$ cat config.mk
export PLATFORM = sky130hd
export DESIGN_NAME = demux_dispatch
export DESIGN_NICKNAME = d
export VERILOG_FILES = /design/src/rtl/demux_dispatch.sv
export SDC_FILE = /design/constraint.sdc
export NUM_CORES = 1
export LEC_CHECK = 0
export BUFFER_PORTS_ARGS = -buffer_cell sky130_fd_sc_hd__buf_2
export CAP_MARGIN = 20
export CORE_UTILIZATION = 41
export CTS_CLUSTER_SIZE = 14
export DETAILED_ROUTE_END_ITERATION = 7
export GPL_ROUTABILITY_DRIVEN = 1
export SLEW_MARGIN = 10
export SYNTH_ARGS = -nofsm -noshare
export SYNTH_HDL_FRONTEND = slang
export SYNTH_SLANG_ARGS = --single-unit
$ cat constraint.sdc
create_clock -name clk -period 4 [get_ports clk]
set_input_delay 0.8 -clock clk [delete_from_list [all_inputs] [get_ports clk]]
set_output_delay 0.8 -clock clk [all_outputs]
set_load 0.005 [all_outputs]
$ cat src/rtl/demux_dispatch.sv
// -----------------------------------------------------------------------------
// demux_dispatch
//
// Routes one request (lane select + payload) to exactly one of 2**N output
// lanes. It holds that lane until the lane acknowledges, or aborts after
// TIMEOUT drive cycles without an acknowledge. Only one request is in flight
// at a time. It sits between the vending controller and the per-slot
// dispenser/display lanes.
//
// Parameters:
//   N       - select width; the block has 2**N lanes
//   DATAW   - payload width per lane
//   TIMEOUT - maximum drive cycles without ack before abort (>= 1)
//
// Ports:
//   clk          in   system clock, rising edge
//   rst_n        in   asynchronous active-low reset
//   in_valid     in   request present
//   in_ready     out  block can accept a request (high in IDLE)
//   in_sel       in   destination lane index
//   in_data      in   payload
//   out_valid    out  one-hot lane valid
//   out_data     out  lane i occupies bits [i*DATAW +: DATAW]
//   out_ack      in   per-lane acknowledge
//   timeout_err  out  one-cycle pulse when a request is aborted
//   busy         out  high while a lane is being driven
// -----------------------------------------------------------------------------
module demux_dispatch #(
   parameter int N       = 2,
   parameter int DATAW   = 4,
   parameter int TIMEOUT = 4
) (
   input  logic                     clk,
   input  logic                     rst_n,
   input  logic                     in_valid,
   output logic                     in_ready,
   input  logic [N-1:0]             in_sel,
   input  logic [DATAW-1:0]         in_data,
   output logic [(2**N)-1:0]        out_valid,
   output logic [(2**N)*DATAW-1:0]  out_data,
   input  logic [(2**N)-1:0]        out_ack,
   output logic                     timeout_err,
   output logic                     busy
);

   localparam int LANES = 2**N;
   localparam int CW    = $clog2(TIMEOUT + 1);

   // Counter value on the last permitted drive cycle.
   localparam logic [CW-1:0] CNT_LAST = CW'(TIMEOUT - 1);

   typedef enum logic {
      ST_IDLE  = 1'b0,
      ST_DRIVE = 1'b1
   } state_t;

   state_t                   state_q,       state_d;
   logic [N-1:0]             sel_q,         sel_d;
   logic [CW-1:0]            cnt_q,         cnt_d;
   logic [LANES-1:0]         out_valid_q,   out_valid_d;
   logic [LANES*DATAW-1:0]   out_data_q,    out_data_d;
   logic                     timeout_err_q, timeout_err_d;

   always_comb begin
      state_d       = state_q;
      sel_d         = sel_q;
      cnt_d         = cnt_q;
      out_valid_d   = out_valid_q;
      out_data_d    = out_data_q;
      timeout_err_d = 1'b0;

      case (state_q)
         ST_IDLE: begin
            if (in_valid) begin
               state_d = ST_DRIVE;
               sel_d   = in_sel;
               cnt_d   = '0;
               // Full decode: the payload lands only on the selected lane,
               // every other lane carries zeros.
               for (int i = 0; i < LANES; i++) begin
                  out_valid_d[i]                 = (in_sel == N'(i));
                  out_data_d[i*DATAW +: DATAW]   = (in_sel == N'(i)) ? in_data : '0;
               end
            end
         end

         ST_DRIVE: begin
            // Ack is checked first so an ack on the final cycle wins over
            // the timeout. Acks on other lanes are never looked at.
            if (out_ack[sel_q]) begin
               state_d     = ST_IDLE;
               out_valid_d = '0;
               out_data_d  = '0;
            end else if (cnt_q == CNT_LAST) begin
               state_d       = ST_IDLE;
               out_valid_d   = '0;
               out_data_d    = '0;
               timeout_err_d = 1'b1;
            end else begin
               cnt_d = cnt_q + CW'(1);
            end
         end

         default: begin
            state_d     = ST_IDLE;
            out_valid_d = '0;
            out_data_d  = '0;
         end
      endcase
   end

   always_ff @(posedge clk or negedge rst_n) begin
      if (!rst_n) begin
         state_q       <= ST_IDLE;
         sel_q         <= '0;
         cnt_q         <= '0;
         out_valid_q   <= '0;
         out_data_q    <= '0;
         timeout_err_q <= 1'b0;
      end else begin
         state_q       <= state_d;
         sel_q         <= sel_d;
         cnt_q         <= cnt_d;
         out_valid_q   <= out_valid_d;
         out_data_q    <= out_data_d;
         timeout_err_q <= timeout_err_d;
      end
   end

   // in_ready depends on state alone so a requester can hold its request
   // without creating a combinational loop through in_valid.
   assign in_ready    = (state_q == ST_IDLE);
   assign busy        = (state_q == ST_DRIVE);
   assign out_valid   = out_valid_q;
   assign out_data    = out_data_q;
   assign timeout_err = timeout_err_q;

endmodule
==> reports/results.tsv <==
metric	value	unit
status	completed	
ys_types	24	
drive_above_1_share	37.1	%
fin_crit_sh	47.2	%
grt_pass1_vias	1171	
dr.pass1.iters	4	
min_path_type	primary input to asynchronous set/reset pin	
gp_congestion	0.749	
path_cells	ha_1, ha_1, or2_2, o22a_4, o311ai_2	
avgViaCountPerCell	5.54	
grt_overflow	0	
dr_total_vias	1253	
cts-root-buf	clkbuf_8	
ys_warn_count	0	
start_util	42.8	%
syn-cell-area	1570	um^2
netlist.top_cell.by_area	dfrtp_1	
finalNetCount	194	
io_buffers	35	
dieArea	4070	um^2
crit_top_cell	ha_1	
hold_violations	0	
syn_avg_cell_area	10.5	um^2
pwr_density_cell	568	nW/um^2
maxSlewViolCount	0	
syn_inst	149	
rsz0062_at_grt	no	
worst_path_max_delay_cell	dfrtp_1	
die_x	63.8	um
ys_seq_area_share	43.2	%
tns	0	ns
die_h	63.8	um
worstSetupPathType	flip-flop to flip-flop	
rows	22	
clockBufferDepth	2	
ant_nets	0	
critPathMaxStageDelay	0.43	ns
finClkSkew	0.00446	ns
fmax	0.529	GHz
ff2ff_setup_slack	2.11	ns
ir_drop	0.328	mV
cts_resized	0	
grt_first_pass_wirelength	5.66	mm
drc	0	
path_clk_slew	0.09	ns
cts_tree	built	
reg2reg_depth	5	
drt-initial-drc-count	57	
hpwl	2.30	mm
place_ws	2.03	ns
cts-htree-levels	1	
wl_per_cell	15.2	um
cts_buffers	3	
max_slew_margin	54.7	%
worstReg2RegStart	cnt_q[0]	
synth_top_area_share	43.2	%
ios	36	
layout_min_cycle_time	1.89	ns
post-cts-setup-buffers	0	
finalSetupViolCount	0	
tightest_slew	0.679	ns
grt_max_degree	48	
core	3660	um^2
synth_fp_nets	164	
antenna_found_initial	0	
cts_sinks	27	
r2r_end	cnt_q[2]	
ys_ff_latch	27	
insertion_delay	0.27	ns
wl	3.43	mm
critPathLaunchType	flip-flop	
cp.arrival	2.07	ns
setup_slack	2.11	ns
holdBufCountCts	0	
path_max_fanout	24	
area_growth	14.6	%
synth.area.top_cells	dfrtp_1 (43%), o22ai_2 (16%), nor2b_1 (7.2%)	
cp-end-kind	flip-flop	
p_leak	0.000804	uW
diodes	0	
required	4.18	ns
grtUsageTotal	17.8	%
maxCapViolations	0	
==> where the power goes <==
part / internal, uW / switching, uW
combinational: 190 / 282
sequential: 337 / 53.6
clock: 71.4 / 85.0
==> per-layer routing <==
layer  wire (um)  vias to the layer above  part of all wire (%)  track usage [%]
met5           0                        -                     0                0
met4          47                        0                   1.4             6.53
met3         126                        6                   3.7             3.21
met2        1590                       31                    46             25.1
met1        1670                      615                    49             26.9
li1            -                      601                     -                -
==> sequential cells by signal, indices dropped and copies added (netlist names) <==
| name | count |
|---|---|
| busy | 1 |
| cnt_q | 3 |
| out_data | 16 |
| out_valid | 4 |
| sel_q | 2 |
| timeout_err | 1 |
==> worst max path at each step <==
stage,start,endpoint,slack (ns)
final,cnt_q[0],cnt_q[2],2.11
after floorplan,out_ack[1],out_data[0],2.34
after global routing,cnt_q[0],busy,2.05
after CTS,cnt_q[0],busy,2.11
after detailed placement,in_valid,sel_q[0],2.03
after global placement,in_valid,sel_q[1],2.07
==> worst max-delay path, delay by kind of cell, from the launching register on <==
family                   cells  cell delay [ns]
flip-flops                   1             0.43
adder cells (fa/ha/maj)      2             0.42
AO/OA/AOI/OAI                2             0.61
AND/OR/NAND/NOR              1             0.34
==> area by class of cell <==
type / count / area, um^2
fill: 360 / 1870
timing repair buffer: 36 / 183
tap: 48 / 60.1
multi-input combinational: 108 / 820
inverter: 3 / 11.3
clock buffer: 4 / 45.0
sequential: 27 / 676
==> logic make-up after synthesis <==
logic type	count (synthesis)	share of synthesized area, %
and+or+nand+nor	53	16.9
adders and majority gates	2	1.60
AOI/OAI and AO/OA	44	27.5
DFF	27	43.2
buffers and inverters	14	4.48
muxes	9	6.31
==> placed cells by master, fill, tap and decap left out, drive strengths merged, types with 3 or more instances in the layout <==
master,n
o22ai,20
nor2b,18
mux2,4
o221ai,3
buf,36
and2,4
clkbuf,4
mux2i,5
a31oi,16
dfrtp,27
inv,3
nand2,24
==> synth_stat cells <==
master and count:
a31oi_1 16, and2_1 4, and3_1 1, buf_2 2, buf_6 2, clkbuf_1 7
dfrtp_1 27, ha_1 2, inv_1 3, mux2_2 3, mux2_4 1, mux2i_1 5
nand2_1 24, nand2b_1 2, nand3_1 1, nor2_1 2, nor2b_1 18, o211ai_1 2
o21ai_0 1, o221ai_1 3, o22a_4 1, o22ai_2 20, o311ai_2 1, or2_2 1
==> stage by stage <==
step                total power (uW)  utilization, %  instances  instance area, um^2  hold slack, ns
floorplan                        767               -        149                 1570           0.485
global placement                 850            47.8        222                 1750           0.515
detailed placement               868            47.8        222                 1750           0.548
CTS                             1030            49.0        226                 1790           0.549
global route                    1090            49.0        226                 1790           0.577
finish                          1020            49.0        226                 1790           0.536
Power figures use the tool's default switching activity.
